===== src/rtl/reg_wb_queue.sv =====
// reg_wb_queue: small FIFO of pending register-file writebacks.
// Requests enter on in_valid && in_ready, drain to the register file one per
// cycle unless held or flushed, and can be looked up by two bypass ports.
// Optional feature: define REG_WB_QUEUE_BYPASS_EN to build the bypass
// comparators; otherwise the bypass outputs are tied to zero.
module reg_wb_queue #(
  parameter int DATA_WIDTH = 32,
  parameter int ADDR_WIDTH = 5,
  parameter int DEPTH      = 4
) (
  input  logic                     clk,
  input  logic                     rst_n,
  input  logic                     in_valid,
  output logic                     in_ready,
  input  logic [ADDR_WIDTH-1:0]    in_addr,
  input  logic [DATA_WIDTH-1:0]    in_data,
  input  logic                     hold,
  input  logic                     flush,
  output logic                     rf_wen,
  output logic [ADDR_WIDTH-1:0]    rf_waddr,
  output logic [DATA_WIDTH-1:0]    rf_wdata,
  input  logic [ADDR_WIDTH-1:0]    byp_raddr1,
  input  logic [ADDR_WIDTH-1:0]    byp_raddr2,
  output logic                     byp_hit1,
  output logic                     byp_hit2,
  output logic [DATA_WIDTH-1:0]    byp_data1,
  output logic [DATA_WIDTH-1:0]    byp_data2,
  output logic [$clog2(DEPTH):0]   count
);

  localparam int PTR_W = $clog2(DEPTH);
  localparam int CNT_W = PTR_W + 1;

  logic [PTR_W-1:0]      head_q, head_d;
  logic [PTR_W-1:0]      tail_q, tail_d;
  logic [CNT_W-1:0]      count_q, count_d;
  logic [ADDR_WIDTH-1:0] addr_mem_q [DEPTH];
  logic [ADDR_WIDTH-1:0] addr_mem_d [DEPTH];
  logic [DATA_WIDTH-1:0] data_mem_q [DEPTH];
  logic [DATA_WIDTH-1:0] data_mem_d [DEPTH];

  logic empty;
  logic full;
  logic push;

  assign empty    = (count_q == '0);
  assign full     = (count_q == CNT_W'(DEPTH));
  assign in_ready = !full && !flush;
  // Writes to r0 are accepted (handshake completes) but never stored.
  assign push     = in_valid && in_ready && (in_addr != '0);
  assign rf_wen   = !empty && !hold && !flush;
  assign rf_waddr = empty ? '0 : addr_mem_q[head_q];
  assign rf_wdata = empty ? '0 : data_mem_q[head_q];
  assign count    = count_q;

  // Next-state for pointers and occupancy; flush wins over push/pop.
  always_comb begin
    head_d  = head_q;
    tail_d  = tail_q;
    count_d = count_q;
    if (flush) begin
      head_d  = '0;
      tail_d  = '0;
      count_d = '0;
    end else begin
      if (push)   tail_d = tail_q + PTR_W'(1);
      if (rf_wen) head_d = head_q + PTR_W'(1);
      count_d = count_q + CNT_W'(push) - CNT_W'(rf_wen);
    end
  end

  // Next-state for entry storage: only the tail slot is written on a push.
  always_comb begin
    addr_mem_d = addr_mem_q;
    data_mem_d = data_mem_q;
    if (push) begin
      addr_mem_d[tail_q] = in_addr;
      data_mem_d[tail_q] = in_data;
    end
  end

  // Control state, cleared asynchronously by reset.
  always_ff @(posedge clk or negedge rst_n) begin
    if (!rst_n) begin
      head_q  <= '0;
      tail_q  <= '0;
      count_q <= '0;
    end else begin
      head_q  <= head_d;
      tail_q  <= tail_d;
      count_q <= count_d;
    end
  end

  // Entry payload; validity comes from head/count, so no reset is needed.
  always_ff @(posedge clk) begin
    addr_mem_q <= addr_mem_d;
    data_mem_q <= data_mem_d;
  end

`ifdef REG_WB_QUEUE_BYPASS_EN
  logic [PTR_W-1:0] byp_idx;

  // Scan oldest to youngest so the last match seen is the youngest pending value.
  always_comb begin
    byp_hit1  = 1'b0;
    byp_hit2  = 1'b0;
    byp_data1 = '0;
    byp_data2 = '0;
    byp_idx   = '0;
    for (int k = 0; k < DEPTH; k++) begin
      byp_idx = head_q + PTR_W'(k);
      if (CNT_W'(k) < count_q) begin
        if ((byp_raddr1 != '0) && (addr_mem_q[byp_idx] == byp_raddr1)) begin
          byp_hit1  = 1'b1;
          byp_data1 = data_mem_q[byp_idx];
        end
        if ((byp_raddr2 != '0) && (addr_mem_q[byp_idx] == byp_raddr2)) begin
          byp_hit2  = 1'b1;
          byp_data2 = data_mem_q[byp_idx];
        end
      end
    end
  end
`else
  logic unused_byp_raddr;

  assign unused_byp_raddr = ^{byp_raddr1, byp_raddr2};
  assign byp_hit1  = 1'b0;
  assign byp_hit2  = 1'b0;
  assign byp_data1 = '0;
  assign byp_data2 = '0;
`endif

endmodule


===== config.mk =====
export PLATFORM = sky130hd
export DESIGN_NAME = reg_wb_queue
export DESIGN_NICKNAME = d
export VERILOG_FILES = /design/src/rtl/reg_wb_queue.sv
export SDC_FILE = /design/constraint.sdc
export NUM_CORES = 1
export LEC_CHECK = 0
export BUFFER_PORTS_ARGS = -buffer_cell sky130_fd_sc_hd__buf_2
export CORE_AREA = 2 2 118 120
export DETAILED_ROUTE_END_ITERATION = 10
export DIE_AREA = 0 0 120 122
export PLACE_DENSITY = 0.71
export SYNTH_ARGS = -nofsm -noshare
export SYNTH_HDL_FRONTEND = slang
export SYNTH_SLANG_ARGS = --single-unit
export TNS_END_PERCENT = 30

===== constraint.sdc =====
create_clock -name clk -period 3.9 [get_ports clk]
set_clock_uncertainty 0.05 [all_clocks]
set_input_delay 0.78 -clock clk [delete_from_list [all_inputs] [get_ports clk]]
set_output_delay 0.78 -clock clk [all_outputs]
set_load 0.005 [all_outputs]

After elaboration in Yosys (flattened, before gate mapping). Cells that the tools add are included.

Bitwise operators: 2. Shift operators: 0. $lt $le $gt $ge: 3. Eq/ne operators: 1. $mul: 0. $add $sub $neg: 4. Div/mod/pow operators: 0. Reductions and logical operators: 14. Multiplexer cells: 19.

Operator list (number): bitwise mux 128 bit (1); two-way mux 32 bit (4); binary-select mux 32 bit (select 2 bit) (1); demux 32 bit (select 2 bit) (1); bitwise mux 20 bit (1); two-way mux 5 bit (4); binary-select mux 5 bit (select 2 bit) (1); demux 5 bit (select 2 bit) (1); two-way mux 2 bit (4); greater-or-equal comparator 3 bit, second input constant (2); logical AND 1 bit (6); inverter 2 -> 3 bit (2); nonzero test 5 bit (1); adder 2 x 1 -> 2 bit, second input constant (2); logical NOT 1 bit (4); nonzero test 2 bit (2); adder 3 x 1 -> 3 bit (1); equality test 3 bit, second input constant (1); logical NOT 3 bit (1); less-than comparator 3 x 1 -> 1 bit, second input constant (1); two-way mux 3 bit (1); subtractor 3 x 1 -> 3 bit (1).

Memory bits (read-only): 0. Word-level logic and storage cells: 54. Latch bits: 0. Memory bits (writable): 0. Bits in registers: 155. Output and inout bits: 108. Memories kept: 0.

Depth between registers and ports, before layout.
Depth in word-level cells: 8. Mapped depth: 12. Mapped depth without buffers: 12.

Least setup slack after synthesis. Ideal clock, no wire load.

Path type: input to register. Start: input port in_addr[0]. End: register count_q[2] (netlist: count[2]). Library setup time: 0.130 ns. Data required time: 3.720 ns. Data arrival time: 2.725 ns. Setup slack: 0.996 ns. Cell stages on the path: 11. Path buffers: 0. Cells stage by stage: or4_4 o211a_4 inv_1 ha_1 inv_1 ha_1 inv_1 fa_1 xor2_1 xnor2_1 nor2_1.

Word-level cells in the longest chain between the ends: 5.

RTL lines: start: declaration (RTL line 15) `input logic [ADDR_WIDTH-1:0] in_addr,`; nonzero test 5 bit (RTL line 50) `assign push = in_valid && in_ready && (in_addr != '0);`; logical AND 1 bit (RTL line 50); adder 3 x 1 -> 3 bit (RTL line 68) `count_d = count_q + CNT_W'(push) - CNT_W'(rf_wen);`; subtractor 3 x 1 -> 3 bit (RTL line 68); two-way mux 3 bit (RTL line 61) `if (flush) begin`; named net count_d[2] (RTL line 36) `logic [CNT_W-1:0] count_q, count_d;`; end signal: assignment (RTL line 91) `count_q <= count_d;`; end: declaration (RTL line 36).

The timed path passes the listed nets, and every way through them passes these cells. A chain may end at the register's enable or synchronous reset.

Final worst setup path.
Start: register head_q[0]. End: output port rf_wdata[27].

Word-level cells in the longest chain between the ends: 5.

RTL lines: start: declaration (RTL line 34) `logic [PTR_W-1:0] head_q, head_d;`; start signal: assignment (RTL line 85) `head_q <= '0;`; start signal: assignment (RTL line 89) `head_q <= head_d;`; inverter 2 -> 3 bit (implied by the code) (RTL line 53) `assign rf_wdata = empty ? '0 : data_mem_q[head_q];`; binary-select mux 32 bit (select 2 bit) (RTL line 53); two-way mux 32 bit (implied by the code) (2 in series) (RTL line 53); two-way mux 32 bit (RTL line 53); end: declaration (RTL line 21) `output logic [DATA_WIDTH-1:0] rf_wdata,`.

Every way passes these cells. The select of a mux whose other input is x is not followed.

==> metrics.cfg <==
[route]
viasPerCell=4.81
firstDrtPassIters=4
antenna_left=0
drc=0
drt_wl_total_microns=10800
route.vias.total=3037
wl_per_cell_microns=17.1
drt_iter0_drc=132

[run_status]
outcome=completed

[clocking]
cts_hold_repair.buffers=0
cts_tree=built
cts-root-buf=clkbuf_16
post_cts_buffers=0
clk_pin_slew_ns=0.06
cts_resized=0
htree_levels=4
clk_latency_ns=0.41
cts_buffers=17
cts_sinks=155
clockBufferDepth=2

[timing]
slew_violations=0
setup_violations=0
tightest_slew_ns=1.06
max_freq_mhz=313
finalSetupTns_ns=0
relSlewSlack_pct=29.5
hold_viol_final=0
rsz0062_at_grt=false
fin_crit_ns=3.20
period_share_pct=82.0

[setup_path]
crit_path_start_kind=register
end_kind=output pin
crit_chain=buf_12, mux4_2, nor2b_1, buf_2
slowest_stage=dfrtp_2
cpPeakStageDelay_ns=0.82
worstPathRequired_ns=3.07
arrival_ns=2.37
worst-path-max-fanout=22
path_class=reg -> out

[place]
portBuffers=83
placed_cells=600
dp.final_hpwl_microns=6290
placed_cell_area_sq_mm=0.00692
gp_congestion=0.721

[layout]
nets=498
fin_util_pct=55.5
fin_cells=632
final_layout_size_suffix_gt1_share_pct=35.7
layout_common_cells=edfxtp_1, buf_2, conb_1
postLayoutCellArea_sq_mm=0.00749
area_growth_pct=14.6
layout_commonest_cell=edfxtp_1

[min_path]
hp-class=in -> async

[power_and_ir_drop]
internal_power_uw=3420
pwr-share-comb_pct=20.7
pwr-share-clk_pct=34.6
p_sw_share_pct=24.9
switchingPower_uw=1130
ir_worst_vdd_uv=385
seqPwrFrac_pct=44.6
p_leak_uw=0.00273
fin_total_pwr_uw=4550
pwr_density_cell_mw_per_mm2=607

[synthesis]
synth_top_area_cell=edfxtp_1
yosysSeqAreaShare_pct=70.7
synth_edf_count=148
mappedNetlistArea_sq_mm=0.00654
ys.flop_type=edfxtp_1
async_flop_share_pct=4.52
yosysTopAreaCellShare_pct=68.0
netlist_instances=346
avgSynthCellArea_sq_um=18.9
synthTopCellsByArea=edfxtp_1, mux4_2, buf_4
ys_ff_latch=155
yosysWarnings=0
synth.distinct_cells=25

[floorplanning]
rows=43
io_pins=160
die_area_sq_mm=0.0146
fp.dieW_microns=120
coreArea_sq_mm=0.0135
start_util_pct=48.4
dieHeight_microns=122

[global_routing]
grt_max_degree=38
overflow=0
grt.total_usage_pct=16.0
grt_pass1_wl_microns=16800
grt_antenna_before_repair=0
grt_pass1_vias=3113

[flow_run]
max-cap-violations=0

-- worst max-delay path, delay by kind of cell (launching register included) --
kind / cells / cell delay [ns]
flops: 1 / 0.82
mux: 1 / 0.52
buf+inv: 2 / 0.44
simple gates: 1 / 0.15
-- routing by layer --
metal	wire, microns	global-route usage [%]	part of all wire [%]	up-vias
met5	0	0	0	-
met4	142	6.47	1.3	0
met3	747	5.52	6.9	10
met2	5470	26.3	51	126
met1	4450	19.6	41	1529
li1	-	-	-	1372
-- power groups by stage --
stage	clock network, uW	logic, uW	registers, uW
final	1580	944	2030
after floorplan	0	669	2010
after global placement	0	956	2060
after global routing	1670	1050	2050
after CTS	1610	975	2040
after detailed placement	0	967	2070
-- layout make-up --
cell class                 count  area, sq um
tap                          180          225
antenna                        1         2.50
inverter                       5         18.8
fill                        1075         6010
timing repair buffer          88          465
clock inverter                11          128
multi-input combinational    172         1590
sequential                   155         4620
clock buffer                  20          437
-- through the flow --
step	hold WS, ns	setup slack, ns
3_3_place_gp	0.473	0.783
2_1_floorplan	0.434	0.996
3_5_place_dp	0.494	0.762
6_report	0.146	0.703
5_1_grt	0.140	0.504
4_1_cts	0.129	0.615
-- cells in the mapped netlist, drive strengths merged (2+ instances only) --
library cell and count:
a21oi 2, and2 4, buf 73, clkbuf 6
dfrtp 7, edfxtp 148, ha 6, inv 5
mux4 37, nor2 5, nor2b 38, nor3 2
xnor2 2
-- worst paths after layout --
path	from	end	slack, ns	cells past startpoint
max	head_q[0]	rf_wdata[27]	0.70	4
min	rst_n	head_q[0]	0.15	1
max reg2reg	count[1]	count[2]	1.35	11
min reg2reg	tail_q[0]	tail_q[0]	0.50	1
max in group asynchronous	rst_n	head_q[1]	3.47	1
min in group clk	tail_q[0]	tail_q[0]	0.50	1
-- registers in the layout, summed over array words and instances, names as in the netlist --
signal / flops
data_mem_q: 128
count: 3
addr_mem_q: 20
tail_q: 2
head_q: 2
-- cells by family after synthesis --
family / after synthesis / synth area share (%)
compound gates: 4 / 0.498
xor+xnor: 3 / 0.402
fa+ha+maj: 7 / 1.46
buf+inv: 84 / 8.75
flops: 155 / 70.7
mux: 39 / 13.1
other cells: 1 / 0.0574
simple gates: 53 / 5.02
Power figures use the tool's default switching activity.
